===== src/rtl/slowdiv_absval.sv =====
// slowdiv_absval
//   Combinational magnitude/sign extraction for one divider operand.
//   The magnitude is one bit wider than the operand so that the
//   most-negative two's-complement value (-2^(W-1)) has a representable
//   magnitude (2^(W-1)).
//
// Ports:
//   i_v    in  W    operand (two's complement when OPT_SIGNED=1)
//   o_mag  out W+1  |i_v| (raw zero-extended value when OPT_SIGNED=0)
//   o_neg  out 1    operand is negative (always 0 when OPT_SIGNED=0)
module slowdiv_absval #(
  parameter int   W          = 18,
  parameter logic OPT_SIGNED = 1'b1
) (
  input  logic [W-1:0] i_v,
  output logic [W:0]   o_mag,
  output logic         o_neg
);

  logic [W:0] ext;

  always_comb begin
    o_neg = OPT_SIGNED & i_v[W-1];
    ext   = {o_neg, i_v};
    // Negating in W+1 bits: -(-2^(W-1)) stays positive instead of wrapping.
    o_mag = o_neg ? (~ext + 1'b1) : ext;
  end

endmodule


===== src/rtl/slowdiv.sv =====
// slowdiv
//   Sequential restoring (shift-subtract) divider producing one quotient
//   bit per clock, signed or unsigned. Latency is fixed: o_busy is high for
//   exactly NA+1 cycles after acceptance and o_done rises NA+1 edges after
//   the accepting edge. Uses the same strobe/busy/done/aux handshake as the
//   slow shift-add multiplier.
//
// Ports:
//   i_clk    in   1   clock
//   i_reset  in   1   synchronous, active-high reset; aborts any operation
//   i_stb    in   1   start request, accepted only while o_busy=0
//   i_n      in   NA  dividend
//   i_d      in   NB  divisor
//   i_aux    in   1   sideband bit carried with the operation
//   o_busy   out  1   operation in progress
//   o_done   out  1   result valid, held until the next accepted i_stb
//   o_q      out  NA  quotient (truncated toward zero when signed)
//   o_r      out  NB  remainder (sign of the dividend when signed)
//   o_err    out  1   divide-by-zero or signed overflow
//   o_aux    out  1   i_aux captured at acceptance
module slowdiv #(
  parameter int   LGNA       = 5,
  parameter int   NA         = 18,
  parameter int   NB         = 18,
  parameter logic OPT_SIGNED = 1'b1
) (
  input  logic          i_clk,
  input  logic          i_reset,
  input  logic          i_stb,
  input  logic [NA-1:0] i_n,
  input  logic [NB-1:0] i_d,
  input  logic          i_aux,
  output logic          o_busy,
  output logic          o_done,
  output logic [NA-1:0] o_q,
  output logic [NB-1:0] o_r,
  output logic          o_err,
  output logic          o_aux
);

  localparam logic [1:0] S_IDLE = 2'd0;
  localparam logic [1:0] S_RUN  = 2'd1;
  localparam logic [1:0] S_FIX  = 2'd2;

  localparam logic [NA-1:0]   MIN_N      = {1'b1, {(NA-1){1'b0}}};
  localparam logic [LGNA-1:0] COUNT_LOAD = LGNA'(NA - 1);

  logic [1:0]      state;
  logic [LGNA-1:0] count;
  logic [NA:0]     n_mag;     // dividend magnitude, consumed MSB first
  logic [NB:0]     d_mag;     // divisor magnitude
  logic [NB:0]     rem;       // partial remainder
  logic [NA-1:0]   q_sh;      // quotient magnitude, built LSB-in
  logic            q_neg;
  logic            r_neg;
  logic            aux_r;
  logic            div_zero;
  logic            ovf;

  // Operand magnitude/sign capture.
  logic [NA:0] abs_n;
  logic [NB:0] abs_d;
  logic        neg_n;
  logic        neg_d;

  slowdiv_absval #(.W(NA), .OPT_SIGNED(OPT_SIGNED)) u_abs_n (
    .i_v   (i_n),
    .o_mag (abs_n),
    .o_neg (neg_n)
  );

  slowdiv_absval #(.W(NB), .OPT_SIGNED(OPT_SIGNED)) u_abs_d (
    .i_v   (i_d),
    .o_mag (abs_d),
    .o_neg (neg_d)
  );

  logic in_zero;
  logic in_ovf;

  always_comb begin
    in_zero = (i_d == '0);
    in_ovf  = OPT_SIGNED & (i_n == MIN_N) & (i_d == '1);
  end

  // Conditional-subtract step. rem < |d| holds between iterations, so the
  // shifted trial fits in NB+1 bits; the wider copy only feeds the compare.
  logic          next_bit;
  logic [NB+1:0] trial_wide;
  logic [NB:0]   trial;
  logic          take;
  logic [NB:0]   rem_next;

  always_comb begin
    next_bit   = n_mag[NA-1];
    trial_wide = {rem, next_bit};
    trial      = {rem[NB-1:0], next_bit};
    take       = (trial_wide >= {1'b0, d_mag});
    rem_next   = take ? (trial - d_mag) : trial;
  end

  // n_mag[NA] is only ever set for values outside the NA-bit operand range.
  logic unused_n_top;
  assign unused_n_top = n_mag[NA];

  // NOTE: sequential state is written with non-blocking assignments only, so
  // every register samples pre-edge values regardless of statement order.
  always_ff @(posedge i_clk) begin
    if (i_reset) begin
      state    <= S_IDLE;
      count    <= '0;
      n_mag    <= '0;
      d_mag    <= '0;
      rem      <= '0;
      q_sh     <= '0;
      q_neg    <= 1'b0;
      r_neg    <= 1'b0;
      aux_r    <= 1'b0;
      div_zero <= 1'b0;
      ovf      <= 1'b0;
      o_busy   <= 1'b0;
      o_done   <= 1'b0;
      o_q      <= '0;
      o_r      <= '0;
      o_err    <= 1'b0;
      o_aux    <= 1'b0;
    end else begin
      case (state)
        S_IDLE: begin
          if (i_stb && !o_busy) begin
            state    <= S_RUN;
            o_busy   <= 1'b1;
            o_done   <= 1'b0;
            count    <= COUNT_LOAD;
            n_mag    <= abs_n;
            d_mag    <= abs_d;
            rem      <= '0;
            q_sh     <= '0;
            q_neg    <= neg_n ^ neg_d;
            r_neg    <= neg_n;
            aux_r    <= i_aux;
            div_zero <= in_zero;
            ovf      <= in_ovf;
          end
        end

        S_RUN: begin
          n_mag <= {n_mag[NA-1:0], 1'b0};
          rem   <= rem_next;
          q_sh  <= {q_sh[NA-2:0], take};
          count <= count - 1'b1;
          if (count == '0)
            state <= S_FIX;
        end

        S_FIX: begin
          state  <= S_IDLE;
          o_busy <= 1'b0;
          o_done <= 1'b1;
          o_aux  <= aux_r;
          if (div_zero) begin
            o_q   <= '1;
            o_r   <= '0;
            o_err <= 1'b1;
          end else if (ovf) begin
            o_q   <= MIN_N;
            o_r   <= '0;
            o_err <= 1'b1;
          end else begin
            o_q   <= q_neg ? (~q_sh + 1'b1) : q_sh;
            o_r   <= r_neg ? (~rem[NB-1:0] + 1'b1) : rem[NB-1:0];
            o_err <= 1'b0;
          end
        end

        default: state <= S_IDLE;
      endcase
    end
  end

endmodule


===== config.mk =====
export PLATFORM = sky130hd
export DESIGN_NAME = slowdiv
export DESIGN_NICKNAME = d
export VERILOG_FILES = /design/src/rtl/slowdiv_absval.sv /design/src/rtl/slowdiv.sv
export SDC_FILE = /design/constraint.sdc
export NUM_CORES = 1
export LEC_CHECK = 0
export CORE_MARGIN = 8
export CORE_UTILIZATION = 50
export DETAILED_ROUTE_END_ITERATION = 16
export PLACE_DENSITY = 0.71
export SYNTH_ARGS = -nofsm -noshare
export SYNTH_HDL_FRONTEND = slang
export SYNTH_SLANG_ARGS = --single-unit

===== constraint.sdc =====
create_clock -name i_clk -period 8.2 [get_ports i_clk]
set_input_delay 1.64 -clock i_clk [delete_from_list [all_inputs] [get_ports i_clk]]
set_output_delay 1.64 -clock i_clk [all_outputs]
set_load 0.01 [all_outputs]

Word level (Yosys, flattened, before mapping)
Index checks and enable logic that the tools add are counted.
{"block": "totals", "ff_bits": 126, "wordCells": 73}
{"block": "classes", "n_addsub": 6, "magnitude_cmp": 1, "n_eq_ne": 6, "muxes": 26, "bitwise_logic": 6, "n_reduce_logical": 11}
{"op": "$mux W18", "n": 9}
{"op": "$pmux W18 S2", "n": 2}
{"op": "$mux W19", "n": 3}
{"op": "$add A18 B1 Y18 const B", "n": 3}
{"op": "$not A18 Y18", "n": 3}
{"op": "$pmux W19 S2", "n": 1}
{"op": "$eq A18 B18 Y1 const B", "n": 2}
{"op": "$ge A20 B19 Y1", "n": 1}
{"op": "$add A19 B1 Y19 const B", "n": 1}
{"op": "$not A19 Y19", "n": 1}
{"op": "$sub A19 B19 Y19", "n": 1}
{"op": "$logic_not A18 Y1", "n": 1}
{"op": "$pmux W5 S2", "n": 1}
{"op": "$reduce_and A2 Y1", "n": 4}
{"op": "$logic_not A5 Y1", "n": 1}
{"op": "$mux W5", "n": 1}
{"op": "$sub A5 B1 Y5 const B", "n": 1}
{"op": "$mux W1", "n": 4}
{"op": "$mux W2", "n": 2}
{"op": "$ne A2 B2 Y1 const B", "n": 2}
{"op": "$pmux W1 S2", "n": 2}
{"op": "$pmux W2 S2", "n": 1}
{"op": "$reduce_bool A2 Y1", "n": 2}
{"op": "$eq A2 B1 Y1 const B", "n": 1}
{"op": "other kinds (6)", "n": 6}

Logic depth before layout (Yosys ltp)
Gate-level depths: netlist of run 1.
{"block": "depth", "depth_word": 5, "depth_mapped": 12, "ltp_nobuf": 9}

Modules after synthesis
A second synthesis of run 1 with hierarchy kept.
{"block": "unflattened", "hier_cells": 903, "hier_area_um2": 7380.8}
{"module": "slowdiv", "n_inst": 1, "cells_each": 785, "area_per_inst_um2": 6457.4}
{"module": "slowdiv_absval", "n_inst": 2, "cells_each": 59, "area_per_inst_um2": 461.7}

Least setup slack after synthesis of run 1
OpenSTA, ideal clock, no wires.
{"block": "synth_path", "kind": "input to register", "startpoint": "in i_n[4]", "endpoint": "reg n_mag[14]", "setup_ps": 130, "arrival_ps": 3098, "required_time_ps": 8070, "slack_ps": 4972, "stages": 6, "path_cell_list": "nor4_1 > nand2_1 > or3_1 > o41ai_1 > xor2_1 > o22ai_1"}
{"block": "synth_via", "elab_chain_cells": 5}
{"item": "start: declaration", "line_no": "slowdiv.sv:30", "source": "input logic [NA-1:0] i_n,"}
{"item": "$not A18 Y18", "line_no": "slowdiv_absval.sv:26", "source": "o_mag = o_neg ? (~ext + 1'b1) : ext;"}
{"item": "$add A18 B1 Y18", "line_no": "slowdiv_absval.sv:26"}
{"item": "$mux W18", "line_no": "slowdiv_absval.sv:26"}
{"item": "$mux W18", "line_no": "slowdiv.sv:130", "source": "if (i_stb && !o_busy) begin"}
{"item": "$pmux W18 S2", "line_no": "slowdiv.sv:128", "source": "case (state)"}
{"item": "end signal: assignment", "line_no": "slowdiv.sv:135", "source": "n_mag <= abs_n;"}
{"item": "end signal: assignment", "line_no": "slowdiv.sv:148", "source": "n_mag <= {n_mag[NA-1:0], 1'b0};"}
{"item": "end: declaration", "line_no": "slowdiv.sv:50", "source": "logic [NA:0] n_mag;"}
Every way passes these cells. The select of a mux whose other input is x is not followed.
A chain may end at the register's enable or synchronous reset.

Worst setup path in the final report of run 1
{"block": "layout_path", "startpoint": "in i_n[2]", "endpoint": "reg n_mag[14]"}
Same word-level chain as after synthesis.

==> impl_metrics.yaml, run 1 <==
global_route:
  grt_max_degree: 85
  track_usage_pct: 19.1
  grt_pass1_vias: 5860
  overflow: 0
  antenna_found_initial: 0
  grt_pass1_wl_um: 29100
worst_setup_path:
  startpoint_type: "primary input"
  path_buf_inv: 1
  end_kind: "flop"
  cp_data_required_time_ns: 8.47
  path_cells: "clkdlybuf4s50_1 > nor4_1 > nand2_1 > or3_1 > o41ai_1 > xor2_1 > o22ai_1"
  arrival_ns: 3.83
  critical-path-top-delay-family: "simple AND/OR/NAND/NOR gates"
  path_max_fanout: 4
  slowest_delay_ns: 0.49
  setup.worst_path.class: "primary input to flop"
  cp_slowest_cell: "nor4_1"
yosys:
  synthArstFlopShare_pct: 0
  avgSynthCellArea_um2: 8.13
  yosysMostFrequentCell: "dfxtp_1"
  synth_common_cells: "dfxtp_1, nor2_1, nand2_1"
  synthTopCellsByArea: "dfxtp_1, xor2_1, o21ai_0, ha_1, nor2_1"
  ys_warn_count: 0
  syn_inst: 892
  ys.flop_type: "dfxtp_1"
  synth_top_area_share_pct: 34.8
  synthesis.area_um2: 7250
  ys_types: 72
  synth_seq_area_share_pct: 34.8
  syn-num-nets: 959
  synth_seq_cells: 126
  yosysTopAreaCell: "dfxtp_1"
  synth_edf_count: 0
sta:
  worstMarginPinSlew_ns: 1.02
  max_freq_ghz: 0.281
  tns_ns: 0
  post-route-period-util_pct: 43.3
  slew_violations: 0
  fin_ws_ns: 4.65
  setup_violations: 0
  skew_ns: 0.00752
  rsz0062_at_grt: "false"
  max-slew-margin-rel_pct: 31.7
  min_period_ns: 3.55
  hold_viol_final: 0
pwr:
  p_leak_nw: 3.25
  peakVddDrop_mv: 0.182
  p_per_area_nw_per_um2: 305
floorplan:
  die-area_um2: 18600
  die_w_um: 136
  die_height_um: 136
  design.core.area_um2: 14400
  initial_core_util_pct: 50.5
  ios: 80
  rows: 44
final_layout:
  fillers: 1300
  diodes: 0
  multi_input_area_um2: 4380
  utilization_pct: 60.5
  ff_latch_area_um2: 2520
  area_delta_synth_final_pct: 19.8
  stdcell_count: 1135
  drive_gt1_share_pct: 6.20
  nets: 1006
detailed_routing:
  wire_per_inst_um: 15.5
  drtPass1Iterations: 5
  totalWireLength_um: 17600
  route.detailed.drc: 0
  antenna_left: 0
  vias: 6495
  vias_per_cell: 5.72
  dr.first_iter.drc_count: 420
worst_hold_path:
  hold_class: "flop to flop"
clock_network:
  postCtsHoldBufs: 0
  clock_sinks: 126
  path_clk_slew_ns: 0.06
  cts_tree: "done"
  cts_root_buf: "clkbuf_16"
  cts_setup_buffers: 0
  post_cts_resized: 0
  cts_made_buffers: 17
  cts_max_level: 4
  clock_latency_ns: 0.42
  ctsLongestPathBuffers: 2
status:
  status: "completed"
placed_design:
  gp_congestion: 0.878
  dpl.cell_count: 1104
  io_buffer_count: 79
  place.detailed.hpwl_um: 12600
  dpl_worst_slack_ns: 4.21
flow_run:
  cap_violations: 0
## final timing paths
kind | startpoint | end | slack (ns) | cells after the start
setup / recovery | i_n[2] | n_mag[14] | 4.65 | 7
hold reg to reg | o_r[17] | o_r[17] | 0.45 | 2
setup reg to reg | rem[0] | rem[2] | 4.68 | 8
hold / removal | o_r[17] | o_r[17] | 0.45 | 2
## state kept, by name, summed over array words and instances, names as in the netlist, 2 cells and up
name / cells
d_mag: 19
rem: 19
n_mag: 18
o_q: 18
o_r: 18
q_sh: 18
count: 5
state: 2
## metrics by stage
| step | hold slack, ns | instance area, µm² | power [W] |
|---|---|---|---|
| floorplan | 0.430 | 7250 | 0.00161 |
| global placement | 0.438 | 8100 | 0.00188 |
| detailed placement | 0.444 | 8100 | 0.00188 |
| CTS | 0.457 | 8690 | 0.00265 |
| global route | 0.469 | 8690 | 0.00281 |
| finish | 0.450 | 8690 | 0.00265 |
## placed cells by master (no fill, tap or decap), drive strengths merged, types with 4 or more instances in the layout
cell           count
and2               4
a211oi            25
clkbuf            18
o31ai             19
inv               37
o41ai             12
buf                8
nand2             78
or3               12
ha                26
xor2              45
nor2              83
a22oi             23
clkinv             6
o211ai            13
nand2b            14
a22o              16
nand3             19
clkdlybuf4s50     78
o22ai              6
or4                8
nor4               5
nand3b             4
o21ai             73
xnor2             26
a21oi             41
nor3              21
nor2b             10
nand4             21
mux2i              5
or2                4
o21a               9
dfxtp            126
o2111ai            7
## power by group
group | leakage, nW | switching, W | internal [W]
clock | 0.287 | 0.000283 | 0.000477
combinational | 1.94 | 0.000677 | 0.000451
sequential | 1.02 | 0.0000819 | 0.000678
## cells by family (layout without fill, tap and decap cells)
kind of cell,count (synthesis),count (layout),synth area share [%]
simple gates,297,297,20.3
compound gates,272,272,25.6
flops,126,126,34.8
buf+inv,93,152,5.09
xor+xnor,71,71,8.57
fa+ha+maj,27,27,4.76
mux,6,6,0.845
## per-layer routing
| layer | GRT usage (%) | up-vias | wire (µm) |
|---|---|---|---|
| met3 | 3.95 | 12 | 965 |
| met4 | 5.43 | 0 | 126 |
| met2 | 28.7 | 146 | 7620 |
| met5 | 0 | - | 0 |
| li1 | - | 3357 | - |
| met1 | 26.9 | 2980 | 8900 |
## cell type report
class | count | share of cell area, %
Sequential cell | 126 | 29.0
Timing Repair Buffer | 86 | 9.65
Inverter | 35 | 1.51
Multi-Input combinational cell | 673 | 50.3
Tap cell | 184 | 2.65
Clock inverter | 13 | 1.89
Clock buffer | 18 | 4.94
## worst reg2reg max path, cell delays in order (launching register included)
cell,delay (ns)
dfxtp_1,0.48
inv_1,0.15
fa_1,0.44
nand2b_1,0.18
a21oi_1,0.49
o211ai_1,0.23
a311oi_2,0.83
nor2_1,0.21
a311o_1,0.40
No activity file was read; power rests on OpenSTA's default activity.
==> run 2, diff against run 1 <==
- clock period: 8.2 -> 3.62 ns (I/O delays scaled with it)
==> impl_metrics.yaml, run 2 (synthesis results as in run 1) <==
pwr:
  p_per_area_nw_per_um2: 693
  p_switching_w: 0.00237
  pwr-share-seq_pct: 28.2
  power.share.switching_pct: 39.0
  combPwrFrac_pct: 42.9
  p_int_w: 0.00372
  p_leak_nw: 3.31
  clkPwrFrac_pct: 28.9
  peakVddDrop_mv: 0.495
sta:
  setup_violations: 0
  hold_viol_final: 0
  worstMarginPinSlew_ns: 0.725
  max-slew-margin-rel_pct: 51.6
  tns_ns: 0
  min_period_ns: 2.87
  rsz0062_at_grt: "false"
  skew_ns: 0.00743
  post-route-period-util_pct: 79.4
  fin_ws_ns: 0.747
  max_freq_ghz: 0.348
  slew_violations: 0
worst_setup_path:
  path_max_fanout: 18
  setup.worst_path.class: "flop to flop"
  cp_data_required_time_ns: 3.93
  startpoint_type: "flop"
  r2r_cells: 7
  arrival_ns: 3.18
  end_kind: "flop"
clock_network:
  clock_sinks: 126
  ctsLongestPathBuffers: 2
  path_clk_slew_ns: 0.06
  cts_made_buffers: 17
  cts_max_level: 4
  clock_latency_ns: 0.42
  post_cts_resized: 0
  cts_setup_buffers: 0
  cts_root_buf: "clkbuf_16"
  postCtsHoldBufs: 0
  cts_tree: "done"
detailed_routing:
  dr.first_iter.drc_count: 435
  vias_per_cell: 5.81
  vias: 6655
  route.detailed.drc: 0
  totalWireLength_um: 18000
  antenna_left: 0
  wire_per_inst_um: 15.7
  drtPass1Iterations: 5
placed_design:
  gp_congestion: 0.902
  dpl_worst_slack_ns: 0.543
  dpl.cell_count: 1114
  io_buffer_count: 79
  place.detailed.hpwl_um: 13100
final_layout:
  stdcell_count: 1146
  reg.largest.list: "d_mag x19, rem x19"
  fillers: 1297
  ff_latch_area_um2: 2520
  drive_gt1_share_pct: 7.28
  multi_input_area_um2: 4380
  area_delta_synth_final_pct: 21.1
  mostFrequentLayoutCells: "dfxtp_1, nor2_1, nand2_1, clkdlybuf4s50_1, o21ai_0"
  nets: 1016
  diodes: 0
  layout_commonest_cell: "dfxtp_1"
floorplan:
  die_w_um: 136
  design.core.area_um2: 14400
  rows: 44
  die_height_um: 136
  ios: 80
  die-area_um2: 18600
  initial_core_util_pct: 50.5
status:
  status: "completed"
worst_hold_path:
  hold_depth: 2
  hold_class: "flop to flop"
global_route:
  antenna_found_initial: 0
  track_usage_pct: 19.7
  grt_pass1_wl_um: 29800
  overflow: 0
  grt_pass1_vias: 6062
  grt_max_degree: 42
flow_run:
  cap_violations: 0
-- run 2: stage by stage --
stage	instance area, µm²	util (%)	power, W	hold slack [ns]
finish	8790	61.2	0.00609	0.446
floorplan	7250	-	0.00366	0.430
global placement	8170	56.9	0.00429	0.437
CTS	8790	61.2	0.00609	0.455
detailed placement	8170	56.9	0.00431	0.442
global route	8790	61.2	0.00648	0.471
-- run 2: worst paths after layout --
| path | from | end | slack (ns) |
|---|---|---|---|
| max reg2reg | rem[4] | rem[2] | 0.75 |
| min | o_r[14] | o_r[14] | 0.45 |
| min reg2reg | o_r[14] | o_r[14] | 0.45 |
| max | rem[4] | rem[2] | 0.75 |
-- run 2: cell type report --
| type | instances | share of cell area (%) |
|---|---|---|
| clock inverter | 12 | 1.79 |
| clock buffer | 20 | 5.20 |
| multi-input combinational | 673 | 49.8 |
| inverter | 35 | 1.50 |
| tap | 184 | 2.62 |
| sequential | 126 | 28.7 |
| timing repair buffer | 96 | 10.4 |
-- run 2: layer usage --
| metal | up-vias | wire, µm | global-route usage [%] |
|---|---|---|---|
| met4 | 0 | 246 | 6.89 |
| met1 | 3047 | 8810 | 27.7 |
| met5 | - | 0 | 0 |
| met2 | 207 | 7760 | 29.3 |
| met3 | 20 | 1140 | 3.77 |
| li1 | 3381 | - | - |
-- run 2: power groups by stage --
stage	sequential [W]	combinational, W	clock [W]
after floorplan	0.00168	0.00197	0
after global placement	0.00174	0.00256	0
final	0.00172	0.00261	0.00176
after detailed placement	0.00174	0.00257	0
after global routing	0.00175	0.00288	0.00185
after CTS	0.00171	0.00258	0.00179
-- run 2: worst max-delay path, stage by stage, from the launching register on --
cell and delay (ns):
dfxtp_1 0.44, ha_1 0.34, a21o_1 0.22, a211o_1 0.31, o211ai_1 0.26, a311o_1 0.67
a211oi_1 0.17, a311o_1 0.34
==> run 3, diff against run 2 <==
- PLACE_DENSITY: 0.71 -> 0.74
- clock period: 3.62 -> 2.63 ns (I/O delays scaled with it)
==> impl_metrics.yaml, run 3 (synthesis results as in run 1) <==
pwr:
  combPwrFrac_pct: 45.9
  p_switching_w: 0.00337
  power.share.switching_pct: 37.0
  p_per_area_nw_per_um2: 982
  peakVddDrop_mv: 0.576
  clkPwrFrac_pct: 28.7
  p_int_w: 0.00573
  p_leak_nw: 3.59
  pwr-share-seq_pct: 25.4
sta:
  skew_ns: 0.0133
  setup_violations: 0
  min_period_ns: 2.52
  worstMarginPinSlew_ns: 0.711
  post-route-period-util_pct: 96.0
  slew_violations: 0
  max-slew-margin-rel_pct: 52.5
  hold_viol_final: 0
  max_freq_ghz: 0.396
  tns_ns: 0
detailed_routing:
  route.detailed.drc: 0
  vias: 6876
  antenna_left: 0
  dr.first_iter.drc_count: 456
  vias_per_cell: 5.75
  drtPass1Iterations: 5
  wire_per_inst_um: 15.6
  totalWireLength_um: 18700
floorplan:
  design.core.area_um2: 14400
  die-area_um2: 18600
  die_w_um: 136
  die_height_um: 136
  rows: 44
  initial_core_util_pct: 50.5
  ios: 80
final_layout:
  area_delta_synth_final_pct: 27.7
  utilization_pct: 64.5
  layout_commonest_cell: "dfxtp_1"
  stdcell_count: 1195
  nets: 1066
  mostFrequentLayoutCells: "dfxtp_1, nor2_1, nand2_1, clkdlybuf4s50_1, o21ai_0"
  fillers: 1244
  drive_gt1_share_pct: 12.1
  diodes: 0
  reg.largest.list: "d_mag x19, rem x19"
clock_network:
  postCtsHoldBufs: 0
  clock_latency_ns: 0.42
  clock_sinks: 126
  cts_max_level: 4
  cts_made_buffers: 17
  path_clk_slew_ns: 0.06
  ctsLongestPathBuffers: 2
  cts_root_buf: "clkbuf_16"
  cts_tree: "done"
placed_design:
  dpl.cell_count: 1161
  place.detailed.hpwl_um: 13600
  gp_congestion: 0.927
  io_buffer_count: 79
worst_hold_path:
  hold_class: "flop to flop"
worst_setup_path:
  ff2ff_setup_slack_ns: 0.11
  setup.worst_path.class: "flop to flop"
  arrival_ns: 2.84
  end_kind: "flop"
  cp_data_required_time_ns: 2.95
  startpoint_type: "flop"
  path_max_fanout: 7
global_route:
  grt_pass1_wl_um: 30900
  grt_max_degree: 53
  antenna_found_initial: 0
  track_usage_pct: 20.5
  grt_pass1_vias: 6405
  overflow: 0
flow_run:
  cap_violations: 0
status:
  status: "completed"
-- run 3: area by class of cell --
cell class	count	area [µm²]	area share (%)
timing repair buffer	145	1320	14.2
multi-input combinational	674	4400	47.6
clock buffer	22	474	5.12
clock inverter	9	180	1.95
sequential	126	2520	27.2
inverter	35	131	1.42
tap	184	230	2.49
-- run 3: routing by layer --
layer / global-route usage (%) / share of wire (%)
met3: 4.25 / 6.4
met4: 6.89 / 1.5
met5: 0 / 0
met1: 28.4 / 49
met2: 31.0 / 43
-- run 3: critical path, cell delays in order, from the launching register on --
cell,delay (ns)
dfxtp_1,0.45
ha_1,0.29
a21o_1,0.21
a211o_1,0.26
o211ai_1,0.30
a311oi_2,0.18
buf_4,0.19
or3_1,0.31
a32o_1,0.25
-- run 3: path summary, 6_finish.rpt --
kind / start / endpoint / cells past startpoint
min reg2reg: o_r[10] / o_r[10] / 2
max: rem[4] / rem[5] / 8
max reg2reg: rem[4] / rem[5] / 8
min: o_r[10] / o_r[10] / 2
-- run 3: power groups by stage --
stage               logic (W)  registers [W]  clock network [W]
floorplan             0.00272        0.00232                  0
global placement      0.00400        0.00233                  0
detailed placement    0.00402        0.00234                  0
CTS                   0.00404        0.00230            0.00264
global route          0.00461        0.00233            0.00273
finish                0.00418        0.00231            0.00261
-- run 3: per-stage QoR --
step                total power, W  setup slack [ns]  hold slack, ns  area, µm²
finish                     0.00910             0.106           0.450       9260
detailed placement         0.00636           -0.0305           0.442       8570
CTS                        0.00899             0.104           0.443       9220
floorplan                  0.00504            0.0791           0.430       7260
global route               0.00967           -0.0176           0.476       9260
global placement           0.00633           -0.0305           0.437       8570
-- run 3: timing repair --
item / CTS / global route
setup endpoints to repair: 0 / 15
resized for setup: 0 / 4
buffers inserted: 0 / 2
